File: src/rtl/ld_to_affine.sv
// Lopez-Dahab projective (X,Y,Z) to affine (x,y) over GF(2^4).
// Z^-1 = Z^14 via one shared multiplier plus combinational squarers.
module ld_to_affine #(
    parameter int         W    = 4,
    parameter logic [W:0] POLY = 5'b10011
) (
    input  logic         clk,
    input  logic         rst_n,
    input  logic         start,
    input  logic [W-1:0] X_in,
    input  logic [W-1:0] Y_in,
    input  logic [W-1:0] Z_in,
    output logic         busy,
    output logic         done,
    output logic [W-1:0] x_out,
    output logic [W-1:0] y_out,
    output logic         inf
);

    typedef enum logic [2:0] {
        S_IDLE,
        S_INV1,
        S_INV2,
        S_MULX,
        S_MULY,
        S_DONE
    } state_t;

    // Full carry-less product, then fold the high bits back with POLY.
    function automatic logic [W-1:0] gf_mul(
        input logic [W-1:0] a,
        input logic [W-1:0] b
    );
        logic [2*W-2:0] p;
        p = '0;
        for (int i = 0; i < W; i++) begin
            if (b[i]) p = p ^ ({{(W-1){1'b0}}, a} << i);
        end
        for (int i = 2*W-2; i >= W; i--) begin
            if (p[i]) p = p ^ ({{(W-2){1'b0}}, POLY} << (i-W));
        end
        return p[W-1:0];
    endfunction

    function automatic logic [W-1:0] gf_sq(input logic [W-1:0] a);
        return gf_mul(a, a);
    endfunction

    state_t       r_state;
    logic [W-1:0] r_x;
    logic [W-1:0] r_y;
    logic [W-1:0] r_z;
    logic [W-1:0] r_t;
    logic [W-1:0] r_zi;
    logic [W-1:0] r_xr;
    logic [W-1:0] r_yr;
    logic [W-1:0] r_xo;
    logic [W-1:0] r_yo;
    logic         r_inf;
    logic         r_busy;
    logic         r_done;

    logic [W-1:0] w_z2;
    logic [W-1:0] w_z4;
    logic [W-1:0] w_z8;
    logic [W-1:0] w_zi2;
    logic [W-1:0] w_a;
    logic [W-1:0] w_b;
    logic [W-1:0] w_p;

    assign w_z2  = gf_sq(r_z);
    assign w_z4  = gf_sq(w_z2);
    assign w_z8  = gf_sq(w_z4);
    assign w_zi2 = gf_sq(r_zi);

    // Operand steering for the single shared multiplier.
    always_comb begin
        w_a = '0;
        w_b = '0;
        case (r_state)
            S_INV1: begin
                w_a = w_z2;
                w_b = w_z4;
            end
            S_INV2: begin
                w_a = r_t;
                w_b = w_z8;
            end
            S_MULX: begin
                w_a = r_x;
                w_b = r_zi;
            end
            S_MULY: begin
                w_a = r_y;
                w_b = w_zi2;
            end
            default: begin
                w_a = '0;
                w_b = '0;
            end
        endcase
    end

    assign w_p = gf_mul(w_a, w_b);

    always_ff @(posedge clk or negedge rst_n) begin
        if (!rst_n) begin
            r_state <= S_IDLE;
            r_x     <= '0;
            r_y     <= '0;
            r_z     <= '0;
            r_t     <= '0;
            r_zi    <= '0;
            r_xr    <= '0;
            r_yr    <= '0;
            r_xo    <= '0;
            r_yo    <= '0;
            r_inf   <= 1'b0;
            r_busy  <= 1'b0;
            r_done  <= 1'b0;
        end else begin
            r_done <= 1'b0;
            case (r_state)
                S_IDLE: begin
                    if (start) begin
                        r_x     <= X_in;
                        r_y     <= Y_in;
                        r_z     <= Z_in;
                        r_busy  <= 1'b1;
                        r_state <= S_INV1;
                    end
                end
                S_INV1: begin
                    r_t     <= w_p;
                    r_state <= S_INV2;
                end
                S_INV2: begin
                    r_zi    <= w_p;
                    r_state <= S_MULX;
                end
                S_MULX: begin
                    r_xr    <= w_p;
                    r_state <= S_MULY;
                end
                S_MULY: begin
                    r_yr    <= w_p;
                    r_busy  <= 1'b0;
                    r_state <= S_DONE;
                end
                S_DONE: begin
                    r_xo    <= r_xr;
                    r_yo    <= r_yr;
                    r_inf   <= (r_z == '0);
                    r_done  <= 1'b1;
                    r_state <= S_IDLE;
                end
                default: begin
                    r_busy  <= 1'b0;
                    r_state <= S_IDLE;
                end
            endcase
        end
    end

    assign busy  = r_busy;
    assign done  = r_done;
    assign x_out = r_xo;
    assign y_out = r_yo;
    assign inf   = r_inf;

endmodule
File: config.mk
export PLATFORM = sky130hd
export DESIGN_NAME = ld_to_affine
export DESIGN_NICKNAME = d
export VERILOG_FILES = /design/src/rtl/ld_to_affine.sv
export SDC_FILE = /design/constraint.sdc
export NUM_CORES = 1
export LEC_CHECK = 0
export CORE_ASPECT_RATIO = 0.7
export CORE_MARGIN = 2
export CORE_UTILIZATION = 40
export CTS_CLUSTER_DIAMETER = 100
export CTS_CLUSTER_SIZE = 10
export DETAILED_ROUTE_END_ITERATION = 7
export HOLD_SLACK_MARGIN = 0.1
export PLACE_DENSITY = 0.62
export SETUP_SLACK_MARGIN = 0.4
export SLEW_MARGIN = 20
export SYNTH_ARGS = -nofsm -noshare
export SYNTH_HDL_FRONTEND = slang
export SYNTH_SLANG_ARGS = --single-unit
File: constraint.sdc
create_clock -name clk -period 6.8 [get_ports clk]
set_input_delay 1.36 -clock clk [delete_from_list [all_inputs] [get_ports clk]]
set_output_delay 1.36 -clock clk [all_outputs]
set_load 0.01 [all_outputs]
Word level (Yosys, flattened, before mapping)
Index checks and enable logic that the tools add are counted.
{"block": "totals", "regBits": 42, "in_bits": 15, "output_inout_bits": 11, "word_cells": 97}
{"block": "op_classes", "n_eq_ne": 6, "n_mux": 42, "bitwise": 31, "n_reduce_logical": 5}
{"cell": "7-bit two-way mux", "n": 13}
{"cell": "4-bit two-way mux", "n": 10}
{"cell": "4-bit case mux with 4 select lines", "n": 2}
{"cell": "2-bit inverter", "n": 15}
{"cell": "7-bit by 6-bit bitwise XOR with 7-bit output", "n": 4}
{"cell": "7-bit bitwise XOR", "n": 4}
{"cell": "3-bit two-way mux", "n": 6}
{"cell": "3-bit case mux with 5 select lines", "n": 1}
{"cell": "4-bit by 5-bit bitwise XOR with 5-bit output", "n": 3}
{"cell": "7-bit by 5-bit bitwise XOR with 7-bit output", "n": 2}
{"cell": "2-bit two-way mux", "n": 5}
{"cell": "6-bit by 7-bit bitwise XOR with 7-bit output", "n": 1}
{"cell": "3-bit by 2-bit equality test with 1-bit output, second input constant", "n": 2}
{"cell": "3-bit equality test, second input constant", "n": 2}
{"cell": "6-bit two-way mux", "n": 1}
{"cell": "5-bit by 6-bit bitwise XOR with 6-bit output", "n": 1}
{"cell": "5-bit two-way mux", "n": 1}
{"cell": "4-bit logical NOT", "n": 1}
{"cell": "2-bit AND reduction", "n": 2}
{"cell": "4-bit OR reduction", "n": 1}
{"cell": "3-bit by 1-bit equality test with 1-bit output, second input constant", "n": 1}
{"cell": "3-bit logical NOT", "n": 1}
{"cell": "1-bit two-way mux", "n": 2}
{"cell": "2-bit inequality test, second input constant", "n": 1}
{"cell": "other kinds (2)", "n": 2}

Logic depth before layout (Yosys ltp)
{"block": "logic_depth", "word_depth": 53, "depth_mapped": 15, "ltp_nobuf": 14}

Least setup slack after synthesis
No wires, ideal clock.
{"block": "synth_timing", "path_type": "register -> register", "start": "register r_z[3]", "end": "register r_yr[2]", "setup_ns": 0.075, "t_arrival_ns": 3.245, "setup_slack_ns": 3.480, "path_stages_with_launch": 16, "n_path_buf": 1, "period_less_slack_ns": 3.320, "cell_sequence": "dfrtp_1 buf_2 inv_1 ha_1 or3_1 nand2_1 xor2_1 ha_1 and4bb_1 a211oi_2 and3_4 nor2_2 xor2_1 xnor2_1 xnor3_2 o21ai_2"}
{"block": "synth_via", "elab_chain_cells": 41, "elab_cells_between_ends": 52, "classes_between": "29 x mux; 23 x bitwise"}
{"element": "start, declared", "line": "52", "text": "logic [W-1:0] r_z;"}
{"element": "start signal, assigned", "line": "128", "text": "r_z <= Z_in;"}
{"element": "4-bit by 5-bit bitwise XOR with 5-bit output / 7-bit by 6-bit bitwise XOR with 7-bit output (equally long branches)", "line": "37", "text": "if (b[i]) p = p ^ ({{(W-1){1'b0}}, a} << i);"}
{"element": "7-bit two-way mux", "line": "37"}
{"element": "7-bit by 6-bit bitwise XOR with 7-bit output / 7-bit bitwise XOR (equally long branches)", "line": "37"}
{"element": "7-bit two-way mux", "line": "37"}
{"element": "7-bit bitwise XOR / 3-bit two-way mux (equally long branches)", "line": "37, 40"}
{"element": "7-bit two-way mux (*)", "line": "37"}
{"element": "2-bit two-way mux", "line": "40", "text": "if (p[i]) p = p ^ ({{(W-2){1'b0}}, POLY} << (i-W));"}
{"element": "4-bit two-way mux", "line": "37"}
{"element": "[... 25 more ...]"}
{"element": "7-bit by 6-bit bitwise XOR with 7-bit output", "line": "37"}
{"element": "7-bit two-way mux", "line": "37"}
{"element": "7-bit bitwise XOR", "line": "37"}
{"element": "7-bit two-way mux (*)", "line": "37"}
{"element": "2-bit inverter (no line)"}
{"element": "4-bit two-way mux", "line": "40"}
{"element": "2-bit inverter (no line)"}
{"element": "3-bit two-way mux (*)", "line": "40"}
{"element": "end signal, assigned", "line": "146", "text": "r_yr <= w_p;"}
{"element": "end, declared", "line": "56", "text": "logic [W-1:0] r_yr;"}
Mark *: on every way between the ends. The rest lies on a longest branch, timed or not.
A chain may end at the register's enable or synchronous reset.

Worst setup path after layout
{"block": "layout_timing", "start": "register r_z[3]", "end": "register r_xr[2]"}
{"block": "layout_via", "elab_chain_cells": 41, "elab_cells_between_ends": 52, "classes_between": "29 x mux; 23 x bitwise"}
{"element": "4-bit by 5-bit bitwise XOR with 5-bit output / 7-bit by 6-bit bitwise XOR with 7-bit output (equally long branches)", "line": "37"}
{"element": "7-bit two-way mux", "line": "37"}
{"element": "7-bit by 6-bit bitwise XOR with 7-bit output / 7-bit bitwise XOR (equally long branches)", "line": "37"}
{"element": "7-bit two-way mux", "line": "37"}
{"element": "7-bit bitwise XOR / 3-bit two-way mux (equally long branches)", "line": "37, 40"}
{"element": "7-bit two-way mux (*)", "line": "37"}
{"element": "2-bit two-way mux", "line": "40"}
{"element": "4-bit two-way mux", "line": "37"}
{"element": "[... 25 more ...]"}
{"element": "7-bit by 6-bit bitwise XOR with 7-bit output", "line": "37"}
{"element": "7-bit two-way mux", "line": "37"}
{"element": "7-bit bitwise XOR", "line": "37"}
{"element": "7-bit two-way mux (*)", "line": "37"}
{"element": "2-bit inverter (no line)"}
{"element": "4-bit two-way mux", "line": "40"}
{"element": "2-bit inverter (no line)"}
{"element": "3-bit two-way mux (*)", "line": "40"}
{"element": "end signal, assigned", "line": "142", "text": "r_xr <= w_p;"}
{"element": "end, declared", "line": "55", "text": "logic [W-1:0] r_xr;"}
Marks and branches as above.

==> flow_summary.yaml <==
synthesis:
  synth-edff-count: 0
  synth-simple-area-share: 0.234
  ys_seq_elements: 42
  synth_xor_area_frac: 0.0828
  ys.flop_type: "dfrtp_1"
  async_reset_ff_frac: 1.00
  synth_compound_gate_area_share: 0.143
  ys_warn_count: 0
  synthMuxAreaShare: 0.0581
  synth_area_um2: 2630
  synth_top_family_by_area: "simple AND/OR/NAND/NOR gates"
  synth.yosys.seq_area_share: 0.400
  synth_nets: 291
  yosys.area_share.adder: 0.0333
  synth_cell_types: 57
  synth.avg_cell_area_um2: 9.77
  syn-instance-count: 269
place:
  dpl.hpwl_mm: 3.99
  placed_area_um2: 2880
  numPortBuffers: 25
  place.gp.congestion: 0.833
  place_inst: 360
route:
  antenna_left: 0
  routed_wl_mm: 5.45
  drt_iter0_drc: 160
  vias_per_cell: 5.26
  vias: 1934
  dr.pass1.iters: 4
  routedWlPerCell_um: 14.8
  drc_errors: 0
timing:
  setup_tns_ns: 0
  slew_headroom: 0.380
  rsz0062_at_grt: "false"
  final_hold_viol_count: 0
  min_period_ns: 3.80
  setup-violations-final: 0
  clock.fmax_ghz: 0.263
  skew_ns: 0.00428
  min_period_over_period: 0.559
  maxSlewViolCount: 0
  worst_slew_pin_slew_ns: 0.930
finish:
  utilization: 0.472
  area_growth_syn_to_layout_pct: 12.7
  drive_gt1_frac: 0.141
  insertedDiodeCount: 0
  nFillCells: 576
  final_nets: 311
  stdcell_count: 368
  final_area_um2: 2960
job:
  drv_cap: 0
grt:
  grt_pass1_vias: 1942
  grt_pass1_wl_mm: 9.51
  grt_max_degree: 43
  overflow: 0
  grt_usage: 0.165
  antenna_found_initial: 0
worst_setup_path:
  reg2reg_from: "r_z[3]$_DFFE_PN0P_"
  crit_required_ns: 7.02
  crit_arrival_ns: 4.02
  rr_worst_depth: 14
  worst_path_max_delay_cell: "dfrtp_1"
  crit_chain: "inv_1, ha_1, or3_1, nand2_1, xor2_1, ha_1, and4bb_1, a211oi_2, and3_4, nor2_2, xor2_1, xnor2_1, xnor3_2, o21ai_2"
  path_buf_inv: 1
  critical_path.endpoint_type: "flop"
  crit_family: "XOR/XNOR gates"
  slowest_delay_ns: 0.59
  reg2reg_slack_ns: 3.00
  crit_type: "reg -> reg"
  cp-start-kind: "flop"
  timing.rr.end: "r_xr[2]$_DFFE_PN0P_"
  cp_max_fo: 15
die:
  die_width_um: 101
  coreArea_um2: 6280
  initial_utilization: 0.419
  ios: 26
  die_h_um: 71.8
  fp-row-count: 24
  die_area_um2: 7250
clocking:
  cts_tree: "done"
  clock-sinks: 42
  cts_resized: 0
  cts_setup_buffers: 0
  hold_buffers: 0
  cts.clk_slew.worst_paths_ns: 0.08
  clockRootBuffer: "clkbuf_8"
  clk-insertion-delay-late_ns: 0.29
  htree_levels: 2
  numCtsBuffers: 5
  clock_path_buffers: 2
power_and_ir_drop:
  ir_drop_mv: 0.197
  leakage_nw: 1.31
  power.density_nw_per_um2: 511
hold_path:
  min_to: "x_out[2]$_DFFE_PN0P_"
  min_from: "r_xr[2]$_DFFE_PN0P_"
  hp-class: "reg -> reg"
  holdPathStages: 2
status:
  status: "finished, final reports clean"
[registers in the layout, indices dropped and copies added, names as in the netlist, 4 cells and up]
register and cells:
r_t 4, r_x 4, r_xr 4, r_y 4, r_yr 4, r_z 4, r_zi 4, x_out 4
y_out 4
[metrics by stage]
step | power [mW] | worst slack, ns | hold slack [ns]
after floorplan | 1.16 | 3.48 | 0.439
after global placement | 1.34 | 3.16 | 0.458
after detailed placement | 1.36 | 3.04 | 0.454
after CTS | 1.52 | 3.01 | 0.480
after global routing | 1.64 | 2.78 | 0.508
final | 1.51 | 3.00 | 0.475
[power breakdown]
| part | leakage (nW) | total (mW) | switching, mW | internal (mW) |
|---|---|---|---|---|
| combinational | 0.723 | 0.886 | 0.475 | 0.411 |
| clock | 0.0452 | 0.159 | 0.0867 | 0.0725 |
| sequential | 0.539 | 0.469 | 0.119 | 0.350 |
[synthesized netlist by cell type (5+ instances only)]
master     n  share of area
mux2_2    10          0.043
ha_1       7          0.033
a21oi_1    6          0.011
nor4bb_1   7          0.027
dfrtp_1   42           0.40
nor2_1    17          0.024
nor3_1     5         0.0095
o21ai_0   10          0.019
inv_1      6         0.0086
xnor2_1   12          0.040
o21ai_1    9          0.017
nand2_1   54          0.077
[per-layer routing]
metal / vias up / part of all wire / track usage
li1: 976 / - / -
met1: 916 / 0.52 / 0.250
met2: 37 / 0.43 / 0.250
met3: 5 / 0.047 / 0.0283
met4: 0 / 0.0079 / 0.0330
met5: - / 0 / 0
[layout by cell type (no fill, tap or decap), drive strengths merged, types with 3 or more instances in the layout]
cell type,instances
mux2,10
o21ai,23
nor2,18
a211oi,6
mux2i,4
and4bb,3
a21oi,6
nand2,54
xnor2,15
dfrtp,42
nand2b,4
nor4bb,7
and2,5
clkinv,3
nor3,6
clkbuf,6
nor2b,3
inv,6
o21a,4
clkdlybuf4s50,24
ha,7
[layout make-up]
| class | instances | area [um^2] | area share |
|---|---|---|---|
| Clock buffer | 6 | 72.6 | 0.0245 |
| Tap cell | 78 | 97.6 | 0.0330 |
| Sequential cell | 42 | 1050 | 0.355 |
| Multi-Input combinational cell | 207 | 1450 | 0.489 |
| Clock inverter | 2 | 13.8 | 0.00465 |
| Timing Repair Buffer | 26 | 253 | 0.0853 |
| Inverter | 7 | 26.3 | 0.00887 |
[kinds of logic after synthesis]
kind of cell / Yosys count
DFF: 42
buffers and inverters: 20
AOI/OAI and AO/OA: 53
muxes: 14
adders and majority gates: 7
and+or+nand+nor: 114
xor gates and xnor gates: 19
[worst register-to-register path, delay by kind of cell (launching register included)]
kind | cells | cell delay, ns
flops | 1 | 0.59
compound gates | 2 | 0.49
xor+xnor | 4 | 0.99
fa+ha+maj | 2 | 0.52
buf+inv | 1 | 0.16
simple gates | 5 | 0.96
[how the worst max path moves through the flow]
stage | start | end | cells after the start
2_1_floorplan | r_z[3]$_DFFE_PN0P_ | r_yr[2]$_DFFE_PN0P_ | 15
3_3_place_gp | r_z[3]$_DFFE_PN0P_ | r_xr[2]$_DFFE_PN0P_ | 14
3_5_place_dp | r_z[3]$_DFFE_PN0P_ | r_xr[2]$_DFFE_PN0P_ | 14
4_1_cts | r_z[3]$_DFFE_PN0P_ | r_xr[2]$_DFFE_PN0P_ | 14
5_1_grt | r_z[3]$_DFFE_PN0P_ | r_xr[2]$_DFFE_PN0P_ | 14
6_report | r_z[3]$_DFFE_PN0P_ | r_xr[2]$_DFFE_PN0P_ | 14
(Power assumes the default switching activity.)
